===== config.mk =====
export PLATFORM = sky130hd
export DESIGN_NAME = load_store_unit_flat
export DESIGN_NICKNAME = d
export VERILOG_FILES = /design/src/rtl/load_store_unit_if.sv /design/src/rtl/load_store_unit.sv /design/src/flat_wrapper.sv
export SDC_FILE = /design/constraint.sdc
export NUM_CORES = 1
export LEC_CHECK = 0
export BUFFER_PORTS_ARGS = -buffer_cell sky130_fd_sc_hd__buf_2
export CORE_MARGIN = 1
export CORE_UTILIZATION = 40
export CTS_CLUSTER_DIAMETER = 100
export DETAILED_ROUTE_END_ITERATION = 10
export SKIP_CTS_REPAIR_TIMING = 1
export SYNTH_ARGS = -nofsm -noshare
export SYNTH_HDL_FRONTEND = slang
export SYNTH_SLANG_ARGS = --single-unit

===== constraint.sdc =====
create_clock -name clk -period 11.08 [get_ports clk]
set_input_delay 0 -clock clk [delete_from_list [all_inputs] [get_ports clk]]
set_output_delay 0 -clock clk [all_outputs]
set_load 0.01 [all_outputs]

===== src/rtl/load_store_unit_if.sv =====
// Bus bundle for load_store_unit.
//   Request side : req, we, size, sign_ext, addr, wdata -> LSU
//                  ready, done, rdata, err            <- LSU
//   Memory side  : m_w_enable, m_address, mw_data     <- LSU
//                  mr_data                            -> LSU
// Modports:
//   master : the environment (datapath MEM stage plus data memory)
//   slave  : the load/store unit itself
interface load_store_unit_if #(
   parameter int ADDR_W = 32
);
   logic              req;
   logic              we;
   logic [1:0]        size;
   logic              sign_ext;
   logic [ADDR_W-1:0] addr;
   logic [31:0]       wdata;
   logic              ready;
   logic              done;
   logic [31:0]       rdata;
   logic              err;
   logic              m_w_enable;
   logic [ADDR_W-1:0] m_address;
   logic [31:0]       mw_data;
   logic [31:0]       mr_data;

   modport master (
      output req, we, size, sign_ext, addr, wdata, mr_data,
      input  ready, done, rdata, err, m_w_enable, m_address, mw_data
   );

   modport slave (
      input  req, we, size, sign_ext, addr, wdata, mr_data,
      output ready, done, rdata, err, m_w_enable, m_address, mw_data
   );
endinterface


===== src/rtl/load_store_unit.sv =====
// Load/store unit: turns LB/LBU/LH/LHU/LW/SB/SH/SW requests into word
// accesses on a word-addressed data memory with combinational read and
// write on posedge clk. Sub-word stores use a read-modify-write pair.
//
// Ports:
//   clk    in  clock, all state on posedge
//   reset  in  asynchronous, active-high
//   bus    slave modport of load_store_unit_if (request + memory signals)
//
// Build option: define MISALIGN_TRAP_EN to trap misaligned half/word
// accesses (no memory access, err=1). Without it the offending low address
// bits are ignored and err is tied 0.
//
// state | meaning
// ------+----------------------------------------------------------
// IDLE  | ready=1, waiting for req
// LD    | load: word address on bus, result registered into rdata
// ST    | full-word store: write wdata
// RD    | sub-word store: read old word into merge register
// WR    | sub-word store: write merged word
// DONE  | done=1 for one cycle
module load_store_unit #(
   parameter int ADDR_W = 32
) (
   input logic             clk,
   input logic             reset,
   load_store_unit_if.slave bus
);

   typedef enum logic [2:0] {
      S_IDLE,
      S_LD,
      S_ST,
      S_RD,
      S_WR,
      S_DONE
   } state_t;

   state_t            state;
   state_t            state_next;

   logic [1:0]        size_q;
   logic              sign_ext_q;
   logic [1:0]        lane_q;
   logic [31:0]       wdata_q;
   logic [31:0]       merge_q;
   logic [31:0]       rdata_q;
   logic [ADDR_W-1:0] m_address_q;
   logic [31:0]       mw_hold_q;
   logic [31:0]       mw_data_c;
   logic              accept;
   logic              misalign_in;

   // Pick the addressed lane out of a word and extend it.
   function automatic logic [31:0] extract(input logic [31:0] w, input logic [1:0] lane,
                                           input logic [1:0] sz, input logic sx);
      logic [7:0]  b;
      logic [15:0] h;
      b = w[{lane, 3'b000} +: 8];
      h = lane[1] ? w[31:16] : w[15:0];
      case (sz)
         2'b00:   extract = {{24{sx & b[7]}}, b};
         2'b01:   extract = {{16{sx & h[15]}}, h};
         default: extract = w;
      endcase
   endfunction

   // Replace the target lane(s) of the old word with store data.
   function automatic logic [31:0] merge(input logic [31:0] old, input logic [31:0] wd,
                                         input logic [1:0] lane, input logic [1:0] sz);
      logic [31:0] r;
      r = old;
      if (sz == 2'b00)
         r[{lane, 3'b000} +: 8] = wd[7:0];
      else if (lane[1])
         r[31:16] = wd[15:0];
      else
         r[15:0] = wd[15:0];
      return r;
   endfunction

   assign accept = bus.req && (state == S_IDLE);

`ifdef MISALIGN_TRAP_EN
   logic err_q;
   assign misalign_in = ((bus.size == 2'b01) && bus.addr[0]) ||
                        (bus.size[1] && (bus.addr[1:0] != 2'b00));
   assign bus.err     = err_q;
`else
   assign misalign_in = 1'b0;
   assign bus.err     = 1'b0;
`endif

   always_ff @(posedge clk or posedge reset) begin
      if (reset) begin
         state       <= S_IDLE;
         size_q      <= 2'b00;
         sign_ext_q  <= 1'b0;
         lane_q      <= 2'b00;
         wdata_q     <= '0;
         merge_q     <= '0;
         rdata_q     <= '0;
         m_address_q <= '0;
         mw_hold_q   <= '0;
      end else begin
         state <= state_next;
         if (accept) begin
            size_q     <= bus.size;
            sign_ext_q <= bus.sign_ext;
            lane_q     <= bus.addr[1:0];
            wdata_q    <= bus.wdata;
            // A trapped access never touches memory, so the address holds.
            if (!misalign_in)
               m_address_q <= {bus.addr[ADDR_W-1:2], 2'b00};
         end
         if (state == S_LD)
            rdata_q <= extract(bus.mr_data, lane_q, size_q, sign_ext_q);
         if (state == S_RD)
            merge_q <= bus.mr_data;
         if ((state == S_ST) || (state == S_WR))
            mw_hold_q <= mw_data_c;
      end
   end

`ifdef MISALIGN_TRAP_EN
   // err follows the access that is entering DONE; only the IDLE->DONE
   // shortcut is a trap, every other path into DONE is a clean access.
   always_ff @(posedge clk or posedge reset) begin
      if (reset)
         err_q <= 1'b0;
      else if ((state_next == S_DONE) && (state != S_DONE))
         err_q <= (state == S_IDLE) ? misalign_in : 1'b0;
   end
`endif

   always_comb begin
      state_next = state;
      case (state)
         S_IDLE: begin
            if (accept) begin
               if (misalign_in)
                  state_next = S_DONE;
               else if (!bus.we)
                  state_next = S_LD;
               else if (bus.size[1])
                  state_next = S_ST;
               else
                  state_next = S_RD;
            end
         end
         S_LD:    state_next = S_DONE;
         S_ST:    state_next = S_DONE;
         S_RD:    state_next = S_WR;
         S_WR:    state_next = S_DONE;
         S_DONE:  state_next = S_IDLE;
         default: state_next = S_IDLE;
      endcase
   end

   always_comb begin
      mw_data_c = mw_hold_q;
      if (state == S_ST)
         mw_data_c = wdata_q;
      else if (state == S_WR)
         mw_data_c = merge(merge_q, wdata_q, lane_q, size_q);
   end

   // Write enable is decoded straight from the state register so that
   // an asserted reset kills an in-flight write in the same cycle.
   assign bus.m_w_enable = (state == S_ST) || (state == S_WR);
   assign bus.m_address  = m_address_q;
   assign bus.mw_data    = mw_data_c;
   assign bus.ready      = (state == S_IDLE);
   assign bus.done       = (state == S_DONE);
   assign bus.rdata      = rdata_q;

endmodule


===== src/flat_wrapper.sv =====
// flat-port wrapper written by rule: the top's interface ports become plain ports
module load_store_unit_flat 
#(
   parameter int ADDR_W = 32
)
  (clk, reset, bus_req, bus_we, bus_size, bus_sign_ext, bus_addr, bus_wdata, bus_mr_data, bus_ready, bus_done, bus_rdata, bus_err, bus_m_w_enable, bus_m_address, bus_mw_data);
  load_store_unit_if #(.ADDR_W(ADDR_W)) bus_i ();
  input logic clk;
  input logic reset;
  input wire logic [$bits(bus_i.req)-1:0] bus_req;
  input wire logic [$bits(bus_i.we)-1:0] bus_we;
  input wire logic [$bits(bus_i.size)-1:0] bus_size;
  input wire logic [$bits(bus_i.sign_ext)-1:0] bus_sign_ext;
  input wire logic [$bits(bus_i.addr)-1:0] bus_addr;
  input wire logic [$bits(bus_i.wdata)-1:0] bus_wdata;
  input wire logic [$bits(bus_i.mr_data)-1:0] bus_mr_data;
  output wire logic [$bits(bus_i.ready)-1:0] bus_ready;
  output wire logic [$bits(bus_i.done)-1:0] bus_done;
  output wire logic [$bits(bus_i.rdata)-1:0] bus_rdata;
  output wire logic [$bits(bus_i.err)-1:0] bus_err;
  output wire logic [$bits(bus_i.m_w_enable)-1:0] bus_m_w_enable;
  output wire logic [$bits(bus_i.m_address)-1:0] bus_m_address;
  output wire logic [$bits(bus_i.mw_data)-1:0] bus_mw_data;
  assign bus_i.req = bus_req;
  assign bus_i.we = bus_we;
  assign bus_i.size = bus_size;
  assign bus_i.sign_ext = bus_sign_ext;
  assign bus_i.addr = bus_addr;
  assign bus_i.wdata = bus_wdata;
  assign bus_i.mr_data = bus_mr_data;
  assign bus_ready = bus_i.ready;
  assign bus_done = bus_i.done;
  assign bus_rdata = bus_i.rdata;
  assign bus_err = bus_i.err;
  assign bus_m_w_enable = bus_i.m_w_enable;
  assign bus_m_address = bus_i.m_address;
  assign bus_mw_data = bus_i.mw_data;
  load_store_unit #(.ADDR_W(ADDR_W)) u_core (.clk(clk), .reset(reset), .bus(bus_i));
endmodule

==> reports/metrics.yaml <==
logic_synthesis:
  synth_ff_type: "dfrtp_1"
  synth.avg_cell_area_um2: 11.27
  synth_top_cell_by_area: "dfrtp_1"
  syn_area_um2: 8686
  ys_types: 47
  ys_top_cells_by_area: "dfrtp_1, mux2_2, o221ai_1"
  synth_seq_area_share_pct: 47.82
  async_reset_ff_share_pct: 100.0
  synth-seq-cells: 166
  syn_inst: 771
  yosysWarnings: 0
  synth-edff-count: 0
  yosysTopAreaCellShare_pct: 47.82
floorplanning:
  ios: 203
  dieArea_um2: 22310
  core_area_um2: 21150
  rows: 53
  die_h_um: 149.4
  initial_utilization_pct: 41.06
  die_w_um: 149.4
layout:
  fin_cells: 1327
  register_area_um2: 4155
  drive_above_1_share_pct: 34.70
  fin_util_pct: 53.92
  diodes: 0
  multi_input_area_um2: 4183
  area_delta_synth_final_pct: 31.33
  layout.nets: 1147
  nFillCells: 1878
worst_setup_path:
  crit_path_max_fanout: 32
  worstPathRequired_ns: 11.08
  r2r_end: "u_core.mw_hold_q[29]$_DFFE_PP0P_"
  startpoint_type: "register"
  cp-end-kind: "primary output"
  worst_r2r_path_depth: 4
  reg2reg_slack_ns: 7.91
  cp.depth: 5
  critPathMaxStageDelay_ns: 1.00
  r2r-start: "u_core.state[2]$_DFFE_PP0P_"
  cp_data_arrival_time_ns: 3.72
  slowest_stage: "nor3b_4"
  cpLargestDelayFamily: "simple AND/OR/NAND/NOR gates"
  criticalPathCategory: "reg2out"
  path_cells: "buf_4, nor3b_4, o21ai_0, o221ai_1, buf_2"
  crit_buf_inv: 2
cts:
  htree_levels: 4
  clkTransAtPathRegs_ns: 0.08
  cts_buffers: 17
  clockRootBuffer: "clkbuf_16"
  cts_tree: "built"
  cts.path.max_buffers: 2
  clock_latency_ns: 0.43
  clock_sinks: 166
timing:
  skew_ns: 0.01266
  rsz0062_at_grt: "no"
  max_freq_ghz: 0.2685
  slew_viol_final: 0
  post-route-min-period_ns: 3.725
  tns_ns: 0
  fin_crit_sh_pct: 33.62
  hold_violations: 0
  relSlewSlack_pct: 22.21
  setup_viol: 0
  setup_ws_ns: 7.355
  worst_pin_slew_ns: 1.166
  fin_worst_hold_slack_ns: 0.2409
power:
  leakagePower_nw: 4.908
  ir_worst_vdd_mv: 0.1648
  p_per_area_nw_per_um2: 306.7
detailed_routing:
  ant_nets: 0
  drc_errors: 0
  via_count: 7649
  wl_um: 27580
  drtIter0Drc: 607
  drtPass1Iterations: 5
  via_per_inst: 5.764
  wl_per_cell_um: 20.78
placement:
  dp_hpwl_um: 18240
  gp_congestion: 0.8424
  port_buffers: 199
  place_inst: 1191
  place_ws_ns: 7.789
grt:
  grt-ovfl-total: 0
  grt_pass1_vias: 7255
  grt_pass1_wl_um: 41210
  grt_antenna_before_repair: 0
  track_usage_pct: 24.38
  grt_max_degree: 77
run_status:
  outcome: "finished, final reports clean"
hold_path:
  hp-class: "in2async"
job:
  cap_violations: 0
routing by layer:
metal  GRT usage, %  share of wire, %  wire [um]  vias up
met5              0                 0          0        -
met2          37.82                47      13040      346
met3          5.933               7.2       1985       55
met4          9.439               2.5        696        0
met1          32.66                43      11850     3753
li1               -                 -          -     3495
Yosys cell counts, types with 2 or more instances:
library cell and count:
a211oi_1 8, a21oi_1 25, a221oi_1 36, a22oi_1 24, a311oi_1 3, a31oi_1 2, and2_1 9, and3_1 2
and3b_1 9, and4b_1 2, buf_1 3, buf_2 17, buf_4 10, buf_6 5, clkbuf_1 33, dfrtp_1 166
ha_1 5, inv_1 8, mux2_1 28, mux2_2 109, nand2_1 43, nand3_1 2, nand3b_1 2, nor2_1 38
nor2b_1 10, nor3b_1 22, nor3b_2 2, nor4bb_1 2, o211ai_1 16, o21ai_0 50, o221ai_1 48, o22ai_1 16
or2_2 2
where the power goes:
part / internal [mW] / switching, mW / total, mW
registers: 0.919 / 0.300 / 1.22
logic: 0.773 / 0.934 / 1.71
clock network: 0.300 / 0.273 / 0.573
total: 1.99 / 1.51 / 3.50
worst max-delay path by stage:
stage                                     start  slack (ns)                                    to
global placement    u_core.state[2]$_DFFE_PP0P_        7.85                       bus_mw_data[28]
finish              u_core.state[2]$_DFFE_PP0P_        7.36                       bus_mw_data[25]
CTS                 u_core.state[2]$_DFFE_PP0P_        7.35                       bus_mw_data[25]
floorplan                                 reset        6.59  u_core.bus.m_address[10]$_DFFE_PP0P_
detailed placement  u_core.state[2]$_DFFE_PP0P_        7.79                       bus_mw_data[25]
global route        u_core.state[2]$_DFFE_PP0P_        7.06                       bus_mw_data[25]
layout by cell type, fill, tap and decap left out, types with 7 or more instances in the layout:
master,Yosys,final
o211ai_1,16,16
nor2_1,38,38
a21oi_1,25,25
o221ai_1,48,48
nor2b_1,10,10
o21ai_0,50,50
buf_4,10,13
mux2_2,109,109
a22oi_1,24,24
dfrtp_1,166,165
and2_1,9,8
dlygate4sd3_1,0,104
nor3b_1,22,21
inv_1,8,7
mux2_1,28,28
nand2_1,43,43
clkbuf_16,0,17
a221oi_1,36,36
a211oi_1,8,8
and3b_1,9,9
o22ai_1,16,16
buf_2,17,199
flip-flops by register name, summed over array words and instances, names as in the netlist:
| register | cells |
|---|---|
| u_core.bus.m_address | 30 |
| u_core.bus.rdata | 32 |
| u_core.lane_q | 2 |
| u_core.merge_q | 32 |
| u_core.mw_hold_q | 32 |
| u_core.sign_ext_q | 1 |
| u_core.size_q | 2 |
| u_core.state | 3 |
| u_core.wdata_q | 32 |
area by class of cell:
type	instances	share of cell area, %
clock buffer	19	3.883
clock inverter	13	0.9872
inverter	8	0.3071
multi-input combinational	530	36.67
sequential	166	36.43
tap	275	3.016
timing repair buffer	316	18.71
worst min-delay path, cell delays in order:
cell and delay, ns:
dlygate4sd3_1 0.53, buf_2 0.14, inv_6 0.50
cell families after synthesis:
kind of cell    count (synthesis)  synth area share (%)
simple gates                  149                 9.435
buf+inv                        77                 4.451
xor+xnor                        1                0.1009
other cells                     1               0.04317
flops                         166                 47.82
mux                           139                 18.14
fa+ha+maj                       5                0.7203
compound gates                233                 19.29
per-stage QoR:
step                area, um2  total power [mW]
finish                  11410             3.499
global route            11410             3.734
CTS                     10370             3.469
detailed placement       9811             2.889
global placement         9811             2.866
floorplan                8693             2.298
Power figures use the tool's default switching activity.
